### config.mk
export PLATFORM = sky130hd
export DESIGN_NAME = peak_muldiv
export DESIGN_NICKNAME = d
export VERILOG_FILES = /design/src/rtl/peak_muldiv.sv
export SDC_FILE = /design/constraint.sdc
export NUM_CORES = 2
export LEC_CHECK = 0
export BUFFER_PORTS_ARGS = -buffer_cell sky130_fd_sc_hd__buf_4
export CELL_PAD_IN_SITES_DETAIL_PLACEMENT = 0
export CELL_PAD_IN_SITES_GLOBAL_PLACEMENT = 1
export CORE_ASPECT_RATIO = 0.5
export CORE_MARGIN = 10
export CORE_UTILIZATION = 51
export CTS_CLUSTER_SIZE = 24
export DETAILED_ROUTE_END_ITERATION = 6
export GPL_TIMING_DRIVEN = 0
export PLACE_DENSITY_LB_ADDON = 0.25
export SLEW_MARGIN = 20
export SYNTH_ARGS = -nofsm -noshare
export SYNTH_HDL_FRONTEND = slang
export SYNTH_SLANG_ARGS = --single-unit
### constraint.sdc
create_clock -name CLK -period 12.5 [get_ports CLK]
set_clock_uncertainty 0.15 [all_clocks]
set_input_delay 2.5 -clock CLK [delete_from_list [all_inputs] [get_ports CLK]]
set_output_delay 2.5 -clock CLK [all_outputs]
set_load 0.1 [all_outputs]
### src/rtl/peak_muldiv.sv
// RV32M multiply/divide sequencer: one-cycle registered multiplier plus a
// radix-2 restoring divider, with valid/ready request and result handshakes.
module peak_muldiv #(
    parameter int XLEN = 32
) (
    input  logic            CLK,
    input  logic            RST,
    input  logic            REQ_VALID,
    output logic            REQ_READY,
    input  logic [2:0]      REQ_OP,
    input  logic [XLEN-1:0] REQ_RS1,
    input  logic [XLEN-1:0] REQ_RS2,
    input  logic [4:0]      REQ_RD,
    input  logic            KILL,
    output logic            RES_VALID,
    input  logic            RES_READY,
    output logic [XLEN-1:0] RES_DATA,
    output logic [4:0]      RES_RD,
    output logic            BUSY
);

    localparam int CW = $clog2(XLEN);

    localparam logic [2:0] S_IDLE = 3'd0;
    localparam logic [2:0] S_MUL  = 3'd1;
    localparam logic [2:0] S_DIV  = 3'd2;
    localparam logic [2:0] S_FIX  = 3'd3;
    localparam logic [2:0] S_DONE = 3'd4;

    localparam logic [XLEN-1:0] MOST_NEG = {1'b1, {(XLEN-1){1'b0}}};

    logic [2:0]      state;
    logic [1:0]      op;
    logic [XLEN-1:0] opa;
    logic [XLEN-1:0] opb;
    logic [XLEN-1:0] rem;
    logic [CW-1:0]   cnt;
    logic            neg_quo;
    logic            neg_rem;
    logic [4:0]      rd;
    logic [XLEN-1:0] res_data;
    logic [4:0]      res_rd;

    logic            div_signed;
    logic            div_zero;
    logic            div_ovf;
    logic [XLEN-1:0] rs1_abs;
    logic [XLEN-1:0] rs2_abs;
    logic [XLEN:0]   shifted;
    logic [XLEN:0]   diff;
    logic [XLEN-1:0] quo_fix;
    logic [XLEN-1:0] rem_fix;
    logic [XLEN:0]   mul_a;
    logic [XLEN:0]   mul_b;
    logic [2*XLEN+1:0] prod;
    logic [XLEN-1:0] mul_res;
    logic            unused_prod;

    assign REQ_READY = (state == S_IDLE);
    assign BUSY      = (state != S_IDLE);
    assign RES_VALID = (state == S_DONE);
    assign RES_DATA  = res_data;
    assign RES_RD    = res_rd;

    // Request decode: divide special cases and operand magnitudes for signed ops.
    always_comb begin
        div_signed = REQ_OP[2] & ~REQ_OP[0];
        div_zero   = (REQ_RS2 == '0);
        div_ovf    = div_signed && (REQ_RS1 == MOST_NEG) && (REQ_RS2 == '1);
        rs1_abs    = (div_signed && REQ_RS1[XLEN-1]) ? -REQ_RS1 : REQ_RS1;
        rs2_abs    = (div_signed && REQ_RS2[XLEN-1]) ? -REQ_RS2 : REQ_RS2;
    end

    // One restoring step: shift in the next dividend bit and try to subtract.
    always_comb begin
        shifted = {rem, opa[XLEN-1]};
        diff    = shifted - {1'b0, opb};
        quo_fix = neg_quo ? -opa : opa;
        rem_fix = neg_rem ? -rem : rem;
    end

    // Operands are extended to XLEN+1 bits, then to the full product width so
    // that a plain multiply yields the correct two's-complement product.
    always_comb begin
        mul_a   = {(op != 2'b11) & opa[XLEN-1], opa};
        mul_b   = {(op == 2'b01) & opb[XLEN-1], opb};
        prod    = {{(XLEN+1){mul_a[XLEN]}}, mul_a} * {{(XLEN+1){mul_b[XLEN]}}, mul_b};
        mul_res = (op == 2'b00) ? prod[XLEN-1:0] : prod[2*XLEN-1:XLEN];
    end

    assign unused_prod = ^prod[2*XLEN+1:2*XLEN];

    always_ff @(posedge CLK or posedge RST) begin
        if (RST) begin
            state    <= S_IDLE;
            op       <= '0;
            opa      <= '0;
            opb      <= '0;
            rem      <= '0;
            cnt      <= '0;
            neg_quo  <= 1'b0;
            neg_rem  <= 1'b0;
            rd       <= '0;
            res_data <= '0;
            res_rd   <= '0;
        end else if (KILL) begin
            state <= S_IDLE;
        end else begin
            case (state)
                S_IDLE: begin
                    if (REQ_VALID) begin
                        op      <= REQ_OP[1:0];
                        opa     <= rs1_abs;
                        opb     <= rs2_abs;
                        rd      <= REQ_RD;
                        rem     <= '0;
                        cnt     <= CW'(XLEN - 1);
                        neg_quo <= div_signed & (REQ_RS1[XLEN-1] ^ REQ_RS2[XLEN-1]);
                        neg_rem <= div_signed & REQ_RS1[XLEN-1];
                        if (!REQ_OP[2]) begin
                            state <= S_MUL;
                        end else if (div_zero) begin
                            res_data <= REQ_OP[1] ? REQ_RS1 : '1;
                            res_rd   <= REQ_RD;
                            state    <= S_DONE;
                        end else if (div_ovf) begin
                            res_data <= REQ_OP[1] ? '0 : MOST_NEG;
                            res_rd   <= REQ_RD;
                            state    <= S_DONE;
                        end else begin
                            state <= S_DIV;
                        end
                    end
                end
                S_MUL: begin
                    res_data <= mul_res;
                    res_rd   <= rd;
                    state    <= S_DONE;
                end
                S_DIV: begin
                    // opa doubles as the dividend shifter and quotient collector.
                    if (diff[XLEN]) begin
                        rem <= shifted[XLEN-1:0];
                        opa <= {opa[XLEN-2:0], 1'b0};
                    end else begin
                        rem <= diff[XLEN-1:0];
                        opa <= {opa[XLEN-2:0], 1'b1};
                    end
                    if (cnt == '0) begin
                        state <= S_FIX;
                    end else begin
                        cnt <= cnt - CW'(1);
                    end
                end
                S_FIX: begin
                    res_data <= op[1] ? rem_fix : quo_fix;
                    res_rd   <= rd;
                    state    <= S_DONE;
                end
                S_DONE: begin
                    if (RES_READY) begin
                        state <= S_IDLE;
                    end
                end
                default: state <= S_IDLE;
            endcase
        end
    end

endmodule

* Yosys cells after proc, flatten, opt, wreduce, memory -nomap -nowiden *
Index checks and enable logic that the tools add are counted.
Widths: inputs -> output; s select.

cells by class
  add/subtract/negate cells = 6
  multiply operators = 1
  divide/modulo/power cells = 0
  order comparisons = 0
  equal/unequal tests = 15
  shift-type cells = 0
  multiplexer cells = 35
  bitwise gates (word level) = 8
  reductions and logical operators = 19

operator list
  kind                  count
  $mux 32               15
  $neg 32->32           4
  $pmux 32 s2           2
  $pmux 32 s3           1
  $eq 32x32->1 const B  2
  $mul 33x33->64        1
  $sub 33x32->33        1
  $logic_not 32->1      1
  $mux 5                6
  $mux 3                7
  $pmux 5 s2            2
  $pmux 3 s4            1
  $reduce_and 5->1      2
  $reduce_and 3->1      3
  $eq 3x2->1 const B    2
  $ne 2x2->1 const B    3
  $ne 3x2->1 const B    2
  $reduce_bool 3->1     2
  $and 1x1->1           5
  $logic_not 5->1       1
  $sub 5x1->5 const B   1
  $logic_and 1x1->1     4
  $reduce_and 4->1      1
  $reduce_bool 2->1     2
  other kinds (12)      13

storage, ports and cells
  bits in registers = 150
  latch bits = 0
  bits in writable memories = 0
  bits in read-only memories = 0
  word-level logic and storage cells = 95
  memories = 0

* Logic depth before layout (Yosys ltp) *
  depth in word-level cells = 10
  gate-level depth with buffers = 32

* Worst setup path before layout *
OpenSTA, ideal clock, no wires.

  path type = register to register
  from = register op[1]
  to = register res_data[29] (netlist: RES_DATA[29])
  library setup time = 0.069 ns
  data arrival time = 8.580 ns
  path slack = 3.701 ns
  cell stages (with the launch flop) = 31
  path through = dfrtp_1 -> clkbuf_1 -> clkbuf_1 -> a21oi_1 -> clkbuf_1 -> nand2_1 -> inv_1 -> fa_1 -> inv_1 -> fa_1 -> inv_1 -> fa_1 -> fa_1 -> inv_1 -> fa_1 -> inv_1 -> fa_1 -> inv_1 -> fa_1 -> fa_1 -> inv_1 -> ha_1 -> clkbuf_1 -> nand2_1 -> nor2_1 -> nand4_1 -> o41ai_1 -> a211o_1 -> a31oi_1 -> or4b_1 -> nand3_1

between the ends
  word-level cells in the longest chain between the ends = 5
  elaborated cells on any way between the ends = 9
  classes of those cells = mul: 1; eq/ne: 2; mux: 3; bitwise: 2; reduce/logical: 1

RTL lines
  item                                             RTL line  RTL
  start, declared                                  33        logic [1:0] op;
  start signal, assigned                           112       op <= REQ_OP[1:0];
  $ne 2x2->1 / $eq 2x1->1 (equally long branches)  85, 86
  $and 1x1->1 (on tied branches)                   85, 86
  $mul 33x33->64                                   87        prod = {{(XLEN+1){mul_a[XLEN]}}, mul_a} * {{(XLEN+1){mul_b[XLEN]}}, mul_b};
  $mux 32                                          88        mul_res = (op == 2'b00) ? prod[XLEN-1:0] : prod[2*XLEN-1:XLEN];
  $pmux 32 s3 *                                    109       case (state)
  end signal, assigned                             123       res_data <= REQ_OP[1] ? REQ_RS1 : '1;
  end signal, assigned                             127       res_data <= REQ_OP[1] ? '0 : MOST_NEG;
  end signal, assigned                             136       res_data <= mul_res;
  end, declared                                    41        logic [XLEN-1:0] res_data;

Mark *: on every way between the ends. The rest lies on a longest branch, timed or not.
A chain may end at the register's enable or synchronous reset.

* Final worst setup path *
  from = register opa[31]
  to = register res_data[25] (netlist: RES_DATA[25])

between the ends
  word-level cells in the longest chain between the ends = 4

RTL lines
  item                    RTL line  RTL
  start, declared         34        logic [XLEN-1:0] opa;
  start signal, assigned  113       opa <= rs1_abs;
  start signal, assigned  144       opa <= {opa[XLEN-2:0], 1'b0};
  start signal, assigned  147       opa <= {opa[XLEN-2:0], 1'b1};
  $and 1x1->1             85        mul_a = {(op != 2'b11) & opa[XLEN-1], opa};
  $mul 33x33->64 *        87
  $mux 32 *               88
  $pmux 32 s3 *           109

Marked as above.

==> reports/summary.txt <==
Synth Net Count: 7239
Worst-margin pin slew: 1.38 ns
Most common cell type on the critical path: inv_1
Final WS setup: 0.0402 ns
Ranking of synthesized cells by area: fa_1 (46%), inv_1 (9.5%), nand2_1 (7.7%), dfrtp_1 (7.6%), ha_1 (6.4%)
Setup bufs post-CTS: 0
DRC Markers: 0
Unrepaired setup endpoints after global routing: false
Largest net degree at the start of global routing: 91
Post-synthesis sequential area ratio: 7.59%
Final Wtd Congestion: 1.14
Crit path from: opa[31]
Die H: 240 µm
Data required time at the worst endpoint: 12.73 ns
Htree depth: 4
CP Launch Type: flip-flop
Total GRT Usage: 42.7%
Core area: 95800 µm²
Crit end category: flip-flop
Root Buffer: clkbuf_16
Final core occ: 55.1%
Final hold slack: 0.330 ns
Die ar.: 111000 µm²
Antenna-violating nets left: 0
Post-DR vias/cell: 6.20
Total CTS buffers: 17
Fillcell total: 9107
Finished Layout Cells: 7233
Insertion delay of the later-clocked pin in the worst-skew pair: 0.52 ns
Initial antenna violation count: 35
Dominant cell by count in the synthesized netlist: inv_1
Max clock buf depth: 2
Congestion Overflow GR: 0
Slew headroom: 8.00%
Buffers on Ports: 115
First-pass GRT wire length: 332000 µm
Layout cell share with drive strength beyond 1: 4.28%
Final setup fails: 0
Hold crit path type: reg -> reg
# IOs: 117
Status: finished clean
Post-Synthesis Cells: 5784
Drt wl/cell: 32.5 µm
DP Cell Count: 7177
Vias in the first global route: 45182
Synth warnings: 0
Post-CTS Hold Buffers: 0
Post-synth top area share: 45.6%
Worst R2R Start: opa[31]
CTS Sinks: 150
Max Freq: 80.3 MHz
Total number of vias: 44834
CTS tree: built
Row cnt: 80
Crit path DAT: 12.69 ns
Final Hold Violating Endpoints: 0
Ys async rst share: 100%
Number of synthesized register bits: 150
Chip Width: 461 µm
Pre-CTS WS: -0.536 ns
Post-Syn Area: 49500 µm²
Routed wire length: 235000 µm
Initial Util: 51.7%
HPWL after DPL: 195000 µm
Max cap viols: 0
Fin crit share: 99.7%
Synth top cells by count: inv_1 (1252), fa_1 (1126), nand2_1 (1012), clkbuf_1 (297), ha_1 (252)
Final Max Slew Viols: 0
Drt first pass iters: 7
Critical path class: reg -> reg
DR iter-0 viols: 6368
Layout area overhead: 6.77%
Synth area leader: fa_1
Synth unique cells: 72
Post-layout min period: 12.46 ns
EDFF count, synth: 0
Max incr delay on CP: 0.90 ns
Avg Cell Area, Syn: 8.55 µm²
Hold wc startpoint: rd[4]
Nets@finish: 7382
Main synth FF type: dfrtp_1
Clock-pin transition on the worst setup and hold timing paths: 0.08 ns
Worst-path fanout max: 10
CP max-delay cell: fa_2
## layout make-up
type	instances	area [µm²]	share of cell area (%)
diodes	22	55.1	0.104
plain buffers	348	1410	2.67
clock buffers	19	433	0.819
clock inverters	13	114	0.216
inverters	1253	4710	8.92
multi-input cells	4033	39700	75.2
flip-flops and latches	150	3750	7.11
well taps	1271	1590	3.01
repair buffers	124	1050	1.99
## critical path: cells and delay by family (launching register included)
| family | cells | cell delay [ns] |
|---|---|---|
| flip-flops | 1 | 0.72 |
| XOR/XNOR | 1 | 0.20 |
| AO/OA/AOI/OAI | 5 | 2.28 |
| AND/OR/NAND/NOR | 4 | 0.74 |
| buffers and inverters | 11 | 3.41 |
| adder cells (fa/ha/maj) | 9 | 4.80 |
## worst paths after layout
| check | slack, ns | endpoint | cells past startpoint |
|---|---|---|---|
| setup / recovery | 0.04 | RES_DATA[25] | 30 |
| hold reg to reg | 0.33 | rd[4] | 2 |
| max in group asynchronous | 9.40 | opb[11] | 3 |
| hold / removal | 0.33 | rd[4] | 2 |
| min in group asynchronous | 1.95 | opa[15] | 2 |
| setup reg to reg | 0.04 | RES_DATA[25] | 30 |
## per-layer routing
metal  global-route usage (%)  wire length [µm]  vias up  share of wire, %
met5                     2.08               470        -              0.20
met4                     18.9             12100       26               5.1
met3                     23.6             43100      663                18
met2                     55.3             88300     3560                38
met1                     57.3             91100    22935                39
li1                         -                 -    17650                 -
## kinds of logic after synthesis
| logic type | count (synthesis) | share of synthesized area [%] |
|---|---|---|
| AO/OA/AOI/OAI | 675 | 8.20 |
| adder cells (fa/ha/maj) | 1378 | 51.9 |
| XOR/XNOR | 214 | 3.79 |
| flip-flops | 150 | 7.59 |
| buffers and inverters | 1601 | 12.2 |
| AND/OR/NAND/NOR | 1731 | 15.6 |
| multiplexers | 35 | 0.711 |
## registers in the layout (all words and copies together), names as in the netlist
register,flops
RES_DATA,32
RES_RD,5
rd,5
rem,32
neg_quo,1
neg_rem,1
cnt,5
opa,32
opb,32
op,2
state,3
## metrics by stage
step | setup TNS, ns | area [µm²]
global placement | -1.50 | 51900
floorplan | 0 | 49500
CTS | 0 | 52700
finish | 0 | 52800
global route | 0 | 52800
detailed placement | -1.70 | 52200
## layout by cell type (no fill, tap or decap), types with 35 or more instances in the layout
master and count:
inv_1 1251, fa_1 1124, nand2_1 1012, clkbuf_1 252, ha_1 252, o21ai_0 237, nor2_1 235, and2_1 235
a21oi_1 195, dfrtp_1 150, buf_4 120, xnor2_1 119, xor2_1 95, clkbuf_2 47, nand3_1 46, o31ai_1 35
## repair_timing
item	CTS	global route
setup endpoints to repair	4	4
resized for setup	2	3
gates cloned	0	0
hold endpoints to repair	0	0
Power is not shown: default switching activity piles up to over one toggle a cycle in this logic, so the estimate is an artifact.
